--- src/rtl/mem_store_sink.sv ---
// Store sink for a core's memory stage: counts stores, latches the first tohost result,
// and (with STORE_LOG_EN defined) logs non-tohost stores into a FIFO.
module mem_store_sink #(
   parameter int          DEPTH       = 8,
   parameter logic [31:0] TOHOST_ADDR = 32'd100,
   parameter logic [31:0] PASS_VALUE  = 32'd25
) (
   input  logic        clk,
   input  logic        rst,
   input  logic        mem_write,
   input  logic [31:0] data_addr_m,
   input  logic [31:0] write_data_m,
   output logic        log_valid,
   input  logic        log_ready,
   output logic [31:0] log_addr,
   output logic [31:0] log_data,
   output logic        done,
   output logic        pass,
   output logic [31:0] store_count,
   output logic [15:0] drop_count
);

   logic        is_tohost;
   logic        done_q, done_d;
   logic        pass_q, pass_d;
   logic [31:0] store_count_q, store_count_d;

   assign is_tohost = mem_write && (data_addr_m == TOHOST_ADDR);

   always_comb begin
      done_d        = done_q;
      pass_d        = pass_q;
      store_count_d = store_count_q;
      if (mem_write) begin
         store_count_d = store_count_q + 32'd1;
         // Only the first tohost store decides the verdict.
         if (is_tohost && !done_q) begin
            done_d = 1'b1;
            pass_d = (write_data_m == PASS_VALUE);
         end
      end
   end

   always_ff @(posedge clk or negedge rst) begin
      if (!rst) begin
         done_q        <= 1'b0;
         pass_q        <= 1'b0;
         store_count_q <= 32'd0;
      end else begin
         done_q        <= done_d;
         pass_q        <= pass_d;
         store_count_q <= store_count_d;
      end
   end

   assign done        = done_q;
   assign pass        = pass_q;
   assign store_count = store_count_q;

`ifdef STORE_LOG_EN
   localparam int AW = (DEPTH > 1) ? $clog2(DEPTH) : 1;
   localparam logic [AW-1:0] LAST_PTR = AW'(DEPTH - 1);
   localparam logic [AW:0]   FULL_CNT = (AW+1)'(DEPTH);

   logic [31:0]   addr_mem [DEPTH];
   logic [31:0]   data_mem [DEPTH];
   logic [AW-1:0] wr_ptr_q, wr_ptr_d;
   logic [AW-1:0] rd_ptr_q, rd_ptr_d;
   logic [AW:0]   count_q, count_d;
   logic [15:0]   drop_q, drop_d;
   logic          valid_q, valid_d;
   logic          push_req, push, pop, full;

   assign push_req = mem_write && !is_tohost;
   assign pop      = valid_q && log_ready;
   assign full     = (count_q == FULL_CNT);
   // A pop in the same cycle frees a slot, so a full FIFO can still accept.
   assign push     = push_req && (!full || pop);

   always_comb begin
      wr_ptr_d = wr_ptr_q;
      rd_ptr_d = rd_ptr_q;
      count_d  = count_q;
      drop_d   = drop_q;
      if (push) wr_ptr_d = (wr_ptr_q == LAST_PTR) ? '0 : wr_ptr_q + 1'b1;
      if (pop)  rd_ptr_d = (rd_ptr_q == LAST_PTR) ? '0 : rd_ptr_q + 1'b1;
      if (push && !pop)      count_d = count_q + 1'b1;
      else if (!push && pop) count_d = count_q - 1'b1;
      if (push_req && !push && (drop_q != 16'hFFFF)) drop_d = drop_q + 16'd1;
      valid_d = (count_d != '0);
   end

   always_ff @(posedge clk or negedge rst) begin
      if (!rst) begin
         wr_ptr_q <= '0;
         rd_ptr_q <= '0;
         count_q  <= '0;
         drop_q   <= 16'd0;
         valid_q  <= 1'b0;
      end else begin
         wr_ptr_q <= wr_ptr_d;
         rd_ptr_q <= rd_ptr_d;
         count_q  <= count_d;
         drop_q   <= drop_d;
         valid_q  <= valid_d;
      end
   end

   // Entry storage carries no reset; contents are meaningless while log_valid is low.
   always_ff @(posedge clk) begin
      if (push) begin
         addr_mem[wr_ptr_q] <= data_addr_m;
         data_mem[wr_ptr_q] <= write_data_m;
      end
   end

   assign log_valid  = valid_q;
   assign log_addr   = addr_mem[rd_ptr_q];
   assign log_data   = data_mem[rd_ptr_q];
   assign drop_count = drop_q;
`else
   logic unused_log_ready;
   assign unused_log_ready = log_ready;
   assign log_valid  = 1'b0;
   assign log_addr   = 32'd0;
   assign log_data   = 32'd0;
   assign drop_count = 16'd0;
`endif

endmodule

--- config.mk ---
export PLATFORM = sky130hd
export DESIGN_NAME = mem_store_sink
export DESIGN_NICKNAME = d
export VERILOG_FILES = /design/src/rtl/mem_store_sink.sv
export SDC_FILE = /design/constraint.sdc
export NUM_CORES = 1
export LEC_CHECK = 0
export ABC_AREA = 1
export CAP_MARGIN = 15
export CORE_AREA = 10 10 94 104
export CTS_CLUSTER_SIZE = 12
export DETAILED_ROUTE_END_ITERATION = 12
export DIE_AREA = 0 0 104 114
export PLACE_DENSITY = 0.84
export SYNTH_ARGS = -nofsm -noshare
export SYNTH_HDL_FRONTEND = slang
export SYNTH_SLANG_ARGS = --single-unit
export TNS_END_PERCENT = 20
--- constraint.sdc ---
create_clock -name clk -period 1.9 [get_ports clk]
set_input_delay 0.38 -clock clk [delete_from_list [all_inputs] [get_ports clk]]
set_output_delay 0.38 -clock clk [all_outputs]
set_load 0.02 [all_outputs]
==> metrics <==
share of cells above drive strength 1=8.247%; DRC=0; TritonCTS clock tree=yes; sequential share of the synthesized area=30.92%; dominant synthesized flop cell=dfrtp_1; Clock Latency Late Sink=0.28 ns; outcome=finished clean; RSZ-0062 raised after global routing=false; Core ar.=7742 µm²; Worst setup SP type=flip-flop; # clock sinks=34; Initial Utilization=35.54%; main combinational cell family by area after synthesis=simple AND/OR/NAND/NOR gates; overall routing resource usage=12.31%; remaining global-route overflow=0; drt initial violations=60; ANT nets after route=0; Synth Area in Adders=0.4548%; CP cell instances=clkdlybuf4s50_1; CTS buffer count=5; design area=about 3700 µm²; minimum clock period=roughly 1.8 ns; fmax=559.6 MHz; ys async rst share=100.0%; Fill cells=roughly 750; EDFF count, synth=0; PwrDens=about 650 nW/µm²; Final Max Slew Viols=0; final setup vio count=0; CTS Hold Buffers Added=0; CP delay by family, top=buffers and inverters; final setup TNS=0 ns; mux cell area share after synthesis=0%; Die Wd=104 µm; compound-gate portion of the synthesized area=less than 1%; Arrival @ worst endpoint=1.41 ns; WL final=7680 µm; Synthesis Warnings=0; Required @ worst endpoint=1.52 ns; PortBufs=100; Vias per Instance=4.094; worst path bufs/invs=1; slowest CP cell=clkdlybuf4s50_1; VDD IR-drop max=~0.00076 V; Mapped Avg Cell Area=7.416 µm²; main area contributors after synthesis=dfrtp_1 (31%), buf_4 (22%), nand2_1 (11%), nor2_1 (7.5%), xor2_1 (5.7%); vias=2,428; Final Skew=0.01044 ns; CP endpoint kind=output pin; initial antenna violation count=0; Post-Synth XOR/XNOR Area=7.322%; Worst Path Max Fanout=5; CTS max path bufs=2; clk slew on worst S/H paths=0.07 ns; simple-gate area share of the yosys netlist=between 30% and 40%; synthesis-to-layout area growth=35.33%; via count of the first global-routing pass=2,574; die area=11,860 µm²; Max Cap Viol=0; worst setup path category=reg2out; post-synthesis cell area=2751 µm²; synthesis-stage register bit count=34; Row Count=34; fin cells=593; share of the synthesized area in the top cell type=30.92%; cts repair resizes=0; DP Area=3632 µm²; Syn Inst Count=371; Top Ports=183; clock root cell=clkbuf_8; gpl congestion=between 0.8 and 0.9; largest area contributor in the netlist=dfrtp_1; n_diodes=0; post-synth cell types=22; drt first pass iters=4; Die Y-Extent=114 µm; min-delay worst type=in2async; post-CTS setup repair buffer count=0; detailed-route wire length per cell=12.95 µm; DP Cell Count=just under 600; hpwl dp=about 6700 µm; fin crit share=94.06%; Final Hold Viols=0; slowest stage delay, CP=0.66 ns; Leakage Power=1.819 nW; # nets final=553; first-pass GRT wire length=12,160 µm; htree depth=2; pin count of the biggest net entering global routing=35
==> logic make-up (layout without fill, tap and decap cells) <==
logic type	after synthesis	in the layout
buffers and inverters	123	157
other	1	81
AND/OR/NAND/NOR	187	187
flip-flops	34	34
AO/OA/AOI/OAI	2	2
adder cells (fa/ha/maj)	1	1
XOR/XNOR	23	23
==> synth_stat cells, types with 3 or more instances <==
| master | instances |
|---|---|
| nor2_4 | 8 |
| nand3_1 | 11 |
| xnor2_1 | 5 |
| nand2_2 | 6 |
| buf_4 | 82 |
| nand3b_1 | 6 |
| inv_1 | 41 |
| nor2_2 | 3 |
| dfrtp_1 | 34 |
| nand2_1 | 77 |
| nor3_1 | 5 |
| xor2_1 | 18 |
| nor2_1 | 55 |
| nand4_1 | 8 |
==> per-layer routing <==
metal / vias up / track usage (%) / wire length (µm)
met5: - / 0 / 0
met4: 0 / 3.157 / 60
met3: 10 / 7.671 / 1071
met2: 138 / 21.87 / 3818
met1: 1089 / 11.78 / 2729
li1: 1191 / - / -
==> cell type report <==
type / instances / area [µm²] / share of cell area (%)
Multi-Input combinational cell: 294 / 1431 / 38.44
Timing Repair Buffer: 108 / 1061 / 28.49
Sequential cell: 34 / 850.8 / 22.85
Inverter: 41 / 153.9 / 4.133
Tap cell: 108 / 135.1 / 3.629
Clock buffer: 7 / 86.33 / 2.319
Clock inverter: 1 / 5.005 / 0.1344
==> through the flow <==
step	setup WS, ns	hold slack (ns)	utilization (%)	power [mW]
after floorplan	0.3982	0.08441	-	1.565
after global placement	0.06601	0.4723	46.91	1.848
after detailed placement	0.03515	0.4867	46.91	1.867
after CTS	0.1101	0.5028	48.09	2.436
after global routing	0.05393	0.5251	48.09	2.572
final	0.1129	0.4953	48.09	2.417
==> worst paths after layout <==
| path | start | endpoint | slack (ns) | cells past startpoint |
|---|---|---|---|---|
| worst min-delay path | rst | store_count[18] | 0.50 | 2 |
| worst max-delay path | store_count[9] | store_count[9] | 0.11 | 1 |
| worst max register to register | store_count[0] | store_count[24] | 0.41 | 7 |
| max in group asynchronous | rst | store_count[4] | 1.08 | 2 |
| worst min register to register | store_count[31] | store_count[31] | 0.50 | 2 |
| min in group clk | store_count[31] | store_count[31] | 0.50 | 2 |
==> registers in the layout, indices dropped and copies added (netlist names) <==
signal and flops:
done 1, pass 1, store_count 32
==> placed cells by master (no fill, tap or decap), types with 2 or more instances in the layout <==
cell and instances:
clkdlybuf4s50_1 100, conb_1 81, nand2_1 77, nor2_1 55, inv_1 41, dfrtp_1 34, xor2_1 18, nand3_1 11
nor2_4 8, nand4_1 8, buf_4 8, nand2_2 6, nand3b_1 6, clkbuf_8 6, xnor2_1 5, nor3_1 5
nor2_2 3, nand3_2 2, nor3_2 2, o21ai_0 2, or2_2 2
==> power by group <==
part	switching (mW)	internal (mW)	leakage [nW]	total [mW]
registers	0.114	0.814	0.429	0.928
logic	0.545	0.390	1.34	0.935
clock network	0.262	0.292	0.0482	0.554
(Power assumes the default switching activity.)
